`config.mk`:
```
export PLATFORM = sky130hd
export DESIGN_NAME = ascon_perm_engine
export DESIGN_NICKNAME = d
export VERILOG_FILES = /design/src/rtl/ascon_perm_engine.sv
export SDC_FILE = /design/constraint.sdc
export NUM_CORES = 2
export LEC_CHECK = 0
export CORE_MARGIN = 8
export CORE_UTILIZATION = 30
export DETAILED_ROUTE_END_ITERATION = 16
export SETUP_SLACK_MARGIN = 0.4
export SKIP_LAST_GASP = 1
export SLEW_MARGIN = 0
export SYNTH_ARGS = -nofsm -noshare
export SYNTH_HDL_FRONTEND = slang
export SYNTH_SLANG_ARGS = --single-unit
```
`constraint.sdc`:
```
create_clock -name clock_i -period 11.7 [get_ports clock_i]
set_input_delay 2.925 -clock clock_i [delete_from_list [all_inputs] [get_ports clock_i]]
set_output_delay 2.925 -clock clock_i [all_outputs]
set_load 0.05 [all_outputs]
```
`src/rtl/ascon_perm_engine.sv`:
```
`default_nettype none
// ascon_perm_engine: Ascon p^a / p^b permutation with begin/end XOR,
// start/done handshake and UNROLL rounds computed per clock.
module ascon_perm_engine #(
  parameter int UNROLL = 1
) (
  input  logic         clock_i,
  input  logic         resetb_i,
  input  logic         start_i,
  input  logic         mode_i,
  input  logic         load_state_i,
  input  logic [319:0] state_i,
  input  logic [127:0] key_i,
  input  logic [63:0]  data_i,
  input  logic         en_xor_data_begin_i,
  input  logic         en_xor_key_begin_i,
  input  logic         en_xor_lsb_end_i,
  input  logic         en_xor_key_end_i,
  input  logic         capture_tag_i,
  output logic         busy_o,
  output logic         done_o,
  output logic [319:0] state_o,
  output logic [63:0]  cipher_o,
  output logic         cipher_valid_o,
  output logic [127:0] tag_o,
  output logic         tag_valid_o
);

  if (!(UNROLL == 1 || UNROLL == 2 || UNROLL == 3 || UNROLL == 6)) begin : g_bad_unroll
    $error("ascon_perm_engine: UNROLL must be 1, 2, 3 or 6");
  end

  typedef enum logic [0:0] {IDLE = 1'b0, RUN = 1'b1} fsm_t;

  function automatic logic [63:0] ror64(input logic [63:0] v, input int unsigned n);
    return (v >> n) | (v << (64 - n));
  endfunction

  function automatic logic [319:0] ascon_round(input logic [319:0] s, input logic [3:0] r);
    logic [63:0] x0, x1, x2, x3, x4;
    logic [63:0] t0, t1, t2, t3, t4;
    x0 = s[319:256];
    x1 = s[255:192];
    x2 = s[191:128];
    x3 = s[127:64];
    x4 = s[63:0];
    x2 = x2 ^ {56'h0, 4'hF - r, r};
    // Bit-sliced 5-bit S-box
    x0 = x0 ^ x4;
    x4 = x4 ^ x3;
    x2 = x2 ^ x1;
    t0 = ~x0 & x1;
    t1 = ~x1 & x2;
    t2 = ~x2 & x3;
    t3 = ~x3 & x4;
    t4 = ~x4 & x0;
    x0 = x0 ^ t1;
    x1 = x1 ^ t2;
    x2 = x2 ^ t3;
    x3 = x3 ^ t4;
    x4 = x4 ^ t0;
    x1 = x1 ^ x0;
    x0 = x0 ^ x4;
    x3 = x3 ^ x2;
    x2 = ~x2;
    x0 = x0 ^ ror64(x0, 19) ^ ror64(x0, 28);
    x1 = x1 ^ ror64(x1, 61) ^ ror64(x1, 39);
    x2 = x2 ^ ror64(x2, 1)  ^ ror64(x2, 6);
    x3 = x3 ^ ror64(x3, 10) ^ ror64(x3, 17);
    x4 = x4 ^ ror64(x4, 7)  ^ ror64(x4, 41);
    return {x0, x1, x2, x3, x4};
  endfunction

  fsm_t         fsm_q, fsm_d;
  logic [3:0]   rnd_q;
  logic [319:0] st_q;
  logic [127:0] key_q;
  logic         lsb_end_q, key_end_q, cap_q;
  logic         done_q;
  logic [63:0]  cipher_q;
  logic         cipher_valid_q;
  logic [127:0] tag_q;
  logic         tag_valid_q;

  logic         accept, active, last_grp;
  logic [3:0]   rnd_cur;
  logic [127:0] key_cur;
  logic         lsb_cur, key_end_cur, cap_cur;
  logic [319:0] begin_st, grp_in, end_st;
  logic [319:0] chain [UNROLL+1];

  // Start-cycle controls come straight from the inputs; later groups use latched copies.
  always_comb begin
    accept      = (fsm_q == IDLE) && start_i;
    active      = accept || (fsm_q == RUN);
    rnd_cur     = rnd_q;
    key_cur     = key_q;
    lsb_cur     = lsb_end_q;
    key_end_cur = key_end_q;
    cap_cur     = cap_q;
    if (accept) begin
      rnd_cur     = mode_i ? 4'd6 : 4'd0;
      key_cur     = key_i;
      lsb_cur     = en_xor_lsb_end_i;
      key_end_cur = en_xor_key_end_i;
      cap_cur     = capture_tag_i;
    end
    begin_st = load_state_i ? state_i : st_q;
    if (en_xor_data_begin_i) begin
      begin_st[319:256] = begin_st[319:256] ^ data_i;
    end
    if (en_xor_key_begin_i) begin
      begin_st[255:192] = begin_st[255:192] ^ key_i[127:64];
      begin_st[191:128] = begin_st[191:128] ^ key_i[63:0];
    end
    grp_in   = accept ? begin_st : st_q;
    last_grp = ({1'b0, rnd_cur} + 5'(UNROLL)) == 5'd12;
  end

  assign chain[0] = grp_in;

  for (genvar i = 0; i < UNROLL; i++) begin : g_round
    assign chain[i+1] = ascon_round(chain[i], rnd_cur + 4'(i));
  end

  always_comb begin
    end_st = chain[UNROLL];
    if (last_grp) begin
      if (lsb_cur) begin
        end_st[0] = ~end_st[0];
      end
      if (key_end_cur) begin
        end_st[127:64] = end_st[127:64] ^ key_cur[127:64];
        end_st[63:0]   = end_st[63:0]   ^ key_cur[63:0];
      end
    end
    fsm_d = fsm_q;
    if (active) begin
      fsm_d = last_grp ? IDLE : RUN;
    end
  end

  always_ff @(posedge clock_i or negedge resetb_i) begin
    if (!resetb_i) begin
      fsm_q <= IDLE;
    end else begin
      fsm_q <= fsm_d;
    end
  end

  always_ff @(posedge clock_i or negedge resetb_i) begin
    if (!resetb_i) begin
      rnd_q          <= 4'd0;
      st_q           <= '0;
      key_q          <= '0;
      lsb_end_q      <= 1'b0;
      key_end_q      <= 1'b0;
      cap_q          <= 1'b0;
      done_q         <= 1'b0;
      cipher_q       <= '0;
      cipher_valid_q <= 1'b0;
      tag_q          <= '0;
      tag_valid_q    <= 1'b0;
    end else begin
      done_q <= active && last_grp;
      if (active) begin
        st_q  <= end_st;
        rnd_q <= rnd_cur + 4'(UNROLL);
      end
      if (accept) begin
        key_q          <= key_i;
        lsb_end_q      <= en_xor_lsb_end_i;
        key_end_q      <= en_xor_key_end_i;
        cap_q          <= capture_tag_i;
        cipher_valid_q <= en_xor_data_begin_i;
        tag_valid_q    <= 1'b0;
        if (en_xor_data_begin_i) begin
          cipher_q <= begin_st[319:256];
        end
      end
      // A final-edge capture overrides the clear from the same accepted start.
      if (active && last_grp && cap_cur) begin
        tag_q       <= end_st[127:0];
        tag_valid_q <= 1'b1;
      end
    end
  end

  assign busy_o         = (fsm_q == RUN);
  assign done_o         = done_q;
  assign state_o        = st_q;
  assign cipher_o       = cipher_q;
  assign cipher_valid_o = cipher_valid_q;
  assign tag_o          = tag_q;
  assign tag_valid_o    = tag_valid_q;

endmodule
`default_nettype wire

```
**Word level (Yosys, flattened, before mapping)**

Cells that the tools add are included.

- Output and inout port bits: 516
- Register bits: 651
- Word-level logic and storage cells: 89
- Input port bits: 522

- Muxes and demuxes: 17
- Reductions and logical operators: 6
- Bitwise gates (word level): 50
- Equal/unequal tests: 1
- Add/subtract/negate cells: 3

Operators with widths:

| operator | number |
|---|---|
| 64-bit bitwise XOR | 26 |
| 320-bit 2-to-1 mux | 2 |
| 128-bit 2-to-1 mux | 4 |
| 64-bit inverter | 6 |
| 64-bit bitwise AND | 5 |
| 64-bit 2-to-1 mux | 1 |
| 23-bit by 64-bit OR with 64-bit output | 1 |
| 25-bit by 64-bit OR with 64-bit output | 1 |
| 3-bit by 64-bit OR with 64-bit output | 1 |
| 36-bit by 64-bit OR with 64-bit output | 1 |
| 45-bit by 64-bit OR with 64-bit output | 1 |
| 47-bit by 64-bit OR with 64-bit output | 1 |
| 54-bit by 64-bit OR with 64-bit output | 1 |
| 57-bit by 64-bit OR with 64-bit output | 1 |
| 58-bit by 64-bit OR with 64-bit output | 1 |
| 63-bit by 64-bit OR with 64-bit output | 1 |
| 64-bit by 8-bit bitwise XOR with 64-bit output | 1 |
| 1-bit 2-to-1 mux | 8 |
| 4-bit by 1-bit adder with 5-bit output (second input constant) | 1 |
| 5-bit by 4-bit == test with 1-bit output (second input constant) | 1 |
| 4-bit by 1-bit adder with 4-bit output (second input constant) | 1 |
| 4-bit 2-to-1 mux | 1 |
| 4-bit subtractor (first input constant) | 1 |
| 1-bit logical AND | 3 |
| 5 further kinds | 6 |

**Depth between registers and ports, before layout**

- Depth after elaboration: 17
- Gate-level depth with buffers: 22
- Mapped depth without buffers: 11

**Worst setup path before layout**

OpenSTA, ideal clock, no wires.

- Path kind: input to register
- Start point: input port start_i
- End point: register st_q[10] (netlist: state_o[10])
- Required time: 11.618 ns
- Buffers on the path: 10
- Stages: 20
- Path slack: 5.160 ns
- Arrival time: 6.458 ns
- Setup time: 0.082 ns
- Path through: nand2b_4 > buf_6 > buf_6 > buf_2 > buf_6 > buf_2 > buf_4 > buf_2 > buf_2 > and2_1 > ha_1 > xor2_1 > nand3_1 > nor2_1 > clkbuf_1 > clkbuf_1 > nand3_1 > and3_1 > a211o_1 > a31oi_1

- Word-level cells in the longest chain between the ends: 12
- Elaborated cells between the ends (all ways): 20
- Classes of those cells: 1 x add/sub; 1 x eq/ne; 6 x mux; 10 x bitwise; 2 x reduce/logical

RTL lines:

| what | line | text |
|---|---|---|
| start: declaration | 9 | `input logic start_i,` |
| 1-bit logical AND (*) | 94 | `accept = (fsm_q == IDLE) && start_i;` |
| 320-bit 2-to-1 mux | 116 | `grp_in = accept ? begin_st : st_q;` |
| 64-bit bitwise XOR | 49 | `x0 = x0 ^ x4;` |
| 64-bit inverter | 52 | `t0 = ~x0 & x1;` |
| 64-bit bitwise AND | 52 |  |
| 64-bit bitwise XOR | 61 | `x4 = x4 ^ t0;` |
| 57-bit by 64-bit OR with 64-bit output | 36 | `return (v >> n) \| (v << (64 - n));` |
| 64-bit bitwise XOR (2 in a row) | 70 | `x4 = x4 ^ ror64(x4, 7) ^ ror64(x4, 41);` |
| 64-bit bitwise XOR | 134 | `end_st[63:0] = end_st[63:0] ^ key_cur[63:0];` |
| 128-bit 2-to-1 mux | 132 | `if (key_end_cur) begin` |
| 128-bit 2-to-1 mux | 128 | `if (last_grp) begin` |
| end signal: assignment | 167 | `st_q <= end_st;` |
| end: declaration | 76 | `logic [319:0] st_q;` |

Every way passes the cells marked *; elsewhere a longest branch is shown, timed or not.
A chain may end at the register's enable or synchronous reset.

**Worst setup path after layout**

- Start point: input port start_i
- End point: register tag_q[79] (netlist: tag_o[79])

- Word-level cells in the longest chain between the ends: 13
- Elaborated cells between the ends (all ways): 29
- Classes of those cells: 1 x add/sub; 1 x eq/ne; 7 x mux; 16 x bitwise; 4 x reduce/logical

RTL lines:

| what | line | text |
|---|---|---|
| 1-bit logical AND (*) | 94 |  |
| 320-bit 2-to-1 mux | 116 |  |
| 64-bit bitwise XOR | 50 | `x4 = x4 ^ x3;` |
| 64-bit inverter | 56 | `t4 = ~x4 & x0;` |
| 64-bit bitwise AND | 56 |  |
| 64-bit bitwise XOR | 60 | `x3 = x3 ^ t4;` |
| 64-bit bitwise XOR | 64 | `x3 = x3 ^ x2;` |
| 54-bit by 64-bit OR with 64-bit output | 36 |  |
| 64-bit bitwise XOR (2 in a row) | 69 | `x3 = x3 ^ ror64(x3, 10) ^ ror64(x3, 17);` |
| 64-bit bitwise XOR | 133 | `end_st[127:64] = end_st[127:64] ^ key_cur[127:64];` |
| 128-bit 2-to-1 mux | 132 |  |
| 128-bit 2-to-1 mux | 128 |  |
| end signal: assignment | 183 | `tag_q <= end_st[127:0];` |
| end: declaration | 82 | `logic [127:0] tag_q;` |

Marks and branches as above.

==> flow_summary.ini <==
[outcome]
status = finished, violations left
violations = capacitance limit, slew limit

[clock_tree]
cts_buffers = 89
cts-root-buf = clkbuf_16
cts-hold-fix-buffers = 0
cts_max_path_buffers = 3
tritoncts = built
clk_pin_slew_ns = 0.06
htree_num_levels = 3
clock_latency_ns = 0.76
clkSinkCount = 651
cts_resized = 0
postCtsSetupRepairBufs = 0

[hold_path]
hold_path.startpoint = key_q[14]$_DFF_PN0_
hold_class = register to register

[floorplan]
die_height_um = 446
ioPinCount = 1038
coreArea_um2 = 185000
rows = 158
initial_core_util_pct = 30.1
fp.dieW_um = 446
die_area_um2 = 199000

[logic_synthesis]
synth_area_per_cell_um2 = 9.76
synth-seq-cells = 651
synth_cells = 5689
synthFlopType = dfrtp_1
synthesis.area_um2 = 55500
synth_nets = 6341
ys_warn_count = 0
ys_types = 84
seq_area_frac_synth_pct = 29.3
synthArstFlopShare_pct = 100
synth_edf_count = 0

[sta]
slew_headroom_pct = -1.46
setup_viol = 0
fin_skew_ns = 0.0513
fmax_mhz = 121
tns_ns = 0
worst_slew_pin_slew_ns = 1.51
period_minus_slack_ns = 8.29
holdWs_ns = 0.470
hold_viol_final = 0
finalMaxSlewViolations = 6
rsz0062_at_grt = false
finalCritPeriodShare_pct = 70.9

[drt]
wl_per_cell_um = 42.1
via_per_inst = 5.86
ant_nets = 0
drc = 0
dr.pass1.iters = 8
wl_um = 389000
drt-initial-drc-count = 7975
vias = 54100

[critical_path]
worst_setup_path_end_kind = register
cp-start-kind = input port
max_stage_delay_ns = 1.13
worstSetupPathType = input port to register
critPathArrivalTime_ns = 8.91
rr_worst_depth = 11
r2r_setup_slack_ns = 5.67
crit_required_ns = 12.31
crit_path_top_delay_cell = xnor2_1
endpoint = tag_o[79]$_DFFE_PN0P_
r2r_start = busy_o$_DFFE_PN0P_
worst-path-max-fanout = 41
path_cells = clkdlybuf4s50_1, buf_4, and3b_4, buf_12, buf_4, mux2i_1, ha_1, xnor2_1, xnor2_1, xnor3_1, xnor3_1, mux2_2
r2r-end = tag_o[79]$_DFFE_PN0P_
startpoint = start_i

[grt]
first_global_vias = 49800
overflow = 0
grt_usage_pct = 37.3
antenna_found_initial = 65
grt_pass1_wl_um = 497000
grt_max_degree = 156

[flow_run]
drv_cap = 2

[placed_design]
post-dp-hpwl_um = 322000
gp_congestion = 1.07
io_buffer_count = 1037

[finish]
postLayoutCoreUtil_pct = 39.1
synthToLayoutAreaGrowth_pct = 29.8
final_cell_mix = clkdlybuf4s50_1 (1033), nand2_1 (970), dfrtp_1 (651)
drive_gt1_share_pct = 8.42
layout_commonest_cell = clkdlybuf4s50_1
fin_nets = 7291
## metrics by stage
step / instance area [µm²] / cells / setup slack (ns)
after floorplan: 55500 / 5689 / 5.16
after global placement: 68900 / 9028 / 2.91
after detailed placement: 68900 / 9028 / 2.94
after CTS: 72000 / 9191 / 3.70
after global routing: 72100 / 9212 / 3.62
final: 72100 / 9233 / 3.41
## cells by family after synthesis
kind of cell | after synthesis | share of synthesized area (%)
muxes | 302 | 5.83
adders and majority gates | 135 | 3.02
and+or+nand+nor | 1756 | 14.8
buffers and inverters | 394 | 3.36
AOI/OAI and AO/OA | 1236 | 14.2
DFF | 651 | 29.3
xor gates and xnor gates | 1215 | 29.5
## metal layers
metal  part of all wire, %  global-route usage (%)  up-vias
li1                      -                       -    22000
met1                    38                    46.6    27100
met2                    41                    53.3     3888
met3                    10                    10.1     1052
met4                    10                    30.9       26
met5                 0.040                       0        -
## worst max-delay path: cells and delay by family
family | cells | cell delay (ns)
XOR/XNOR | 4 | 2.46
buffers and inverters | 4 | 1.54
AND/OR/NAND/NOR | 1 | 0.67
multiplexers | 2 | 0.65
adder cells (fa/ha/maj) | 1 | 0.35
## worst min-delay path by stage
stage	end	slack, ns	cells after the start
finish	key_q[14]$_DFF_PN0_	0.47	2
floorplan	key_q[100]$_DFF_PN0_	0.44	2
global placement	key_q[48]$_DFF_PN0_	0.45	2
global route	key_q[83]$_DFF_PN0_	0.48	2
CTS	key_q[24]$_DFF_PN0_	0.47	2
detailed placement	key_q[24]$_DFF_PN0_	0.46	2
## sequential cells by signal (all words and copies together), names as in the netlist
name,flops
state_o,320
key_q,128
tag_o,128
cipher_o,64
rnd_q,4
busy_o,1
cap_q,1
cipher_valid_o,1
done_o,1
key_end_q,1
lsb_end_q,1
tag_valid_o,1
## final cells by class
| class | count | area (µm²) |
|---|---|---|
| sequential | 651 | 16300 |
| timing repair buffer | 1191 | 11700 |
| clock inverter | 37 | 552 |
| fill | 18500 | 113000 |
| antenna | 42 | 105 |
| clock buffer | 126 | 2570 |
| inverter | 62 | 233 |
| multi-input combinational | 4644 | 37500 |
| tap | 2480 | 3100 |
## synthesized netlist by cell type, drive strengths merged (12+ instances only)
| library cell | instances | area share (%) |
|---|---|---|
| or4 | 59 | 0.82 |
| a211o | 17 | 0.27 |
| xor2 | 183 | 2.9 |
| dfrtp | 651 | 29 |
| a22oi | 41 | 0.55 |
| nand3 | 102 | 0.92 |
| o221ai | 26 | 0.42 |
| nor2b | 63 | 0.71 |
| a211oi | 13 | 0.24 |
| and2 | 12 | 0.14 |
| ha | 130 | 2.9 |
| mux2i | 205 | 3.9 |
| clkbuf | 177 | 1.2 |
| o221a | 46 | 0.93 |
| nand4 | 35 | 0.39 |
| buf | 155 | 1.7 |
| a221o | 27 | 0.49 |
| o21ai | 316 | 2.8 |
| o31ai | 30 | 0.41 |
| xnor2 | 627 | 10 |
| a21o | 37 | 0.50 |
| nor3 | 18 | 0.17 |
| a31oi | 41 | 0.50 |
| a21boi | 54 | 0.74 |
| nand2 | 972 | 6.6 |
| inv | 62 | 0.42 |
| a21bo | 16 | 0.29 |
| nor3b | 18 | 0.24 |
| nor4 | 32 | 0.36 |
| o211ai | 25 | 0.34 |
| nand2b | 25 | 0.30 |
| and3b | 46 | 0.73 |
| xor3 | 53 | 2.3 |
| and3 | 56 | 0.64 |
| and4 | 18 | 0.29 |
| nand3b | 31 | 0.42 |
| xnor3 | 352 | 14 |
| o21a | 17 | 0.23 |
| or3 | 20 | 0.23 |
| nor2 | 230 | 1.6 |
| a21oi | 436 | 3.9 |
| mux2 | 97 | 2.0 |
| o21bai | 44 | 0.59 |
| a22o | 21 | 0.33 |
Power is left out: the tool's default activity adds up to more than one toggle a clock period on the data nets, which glitch-free logic cannot reach.
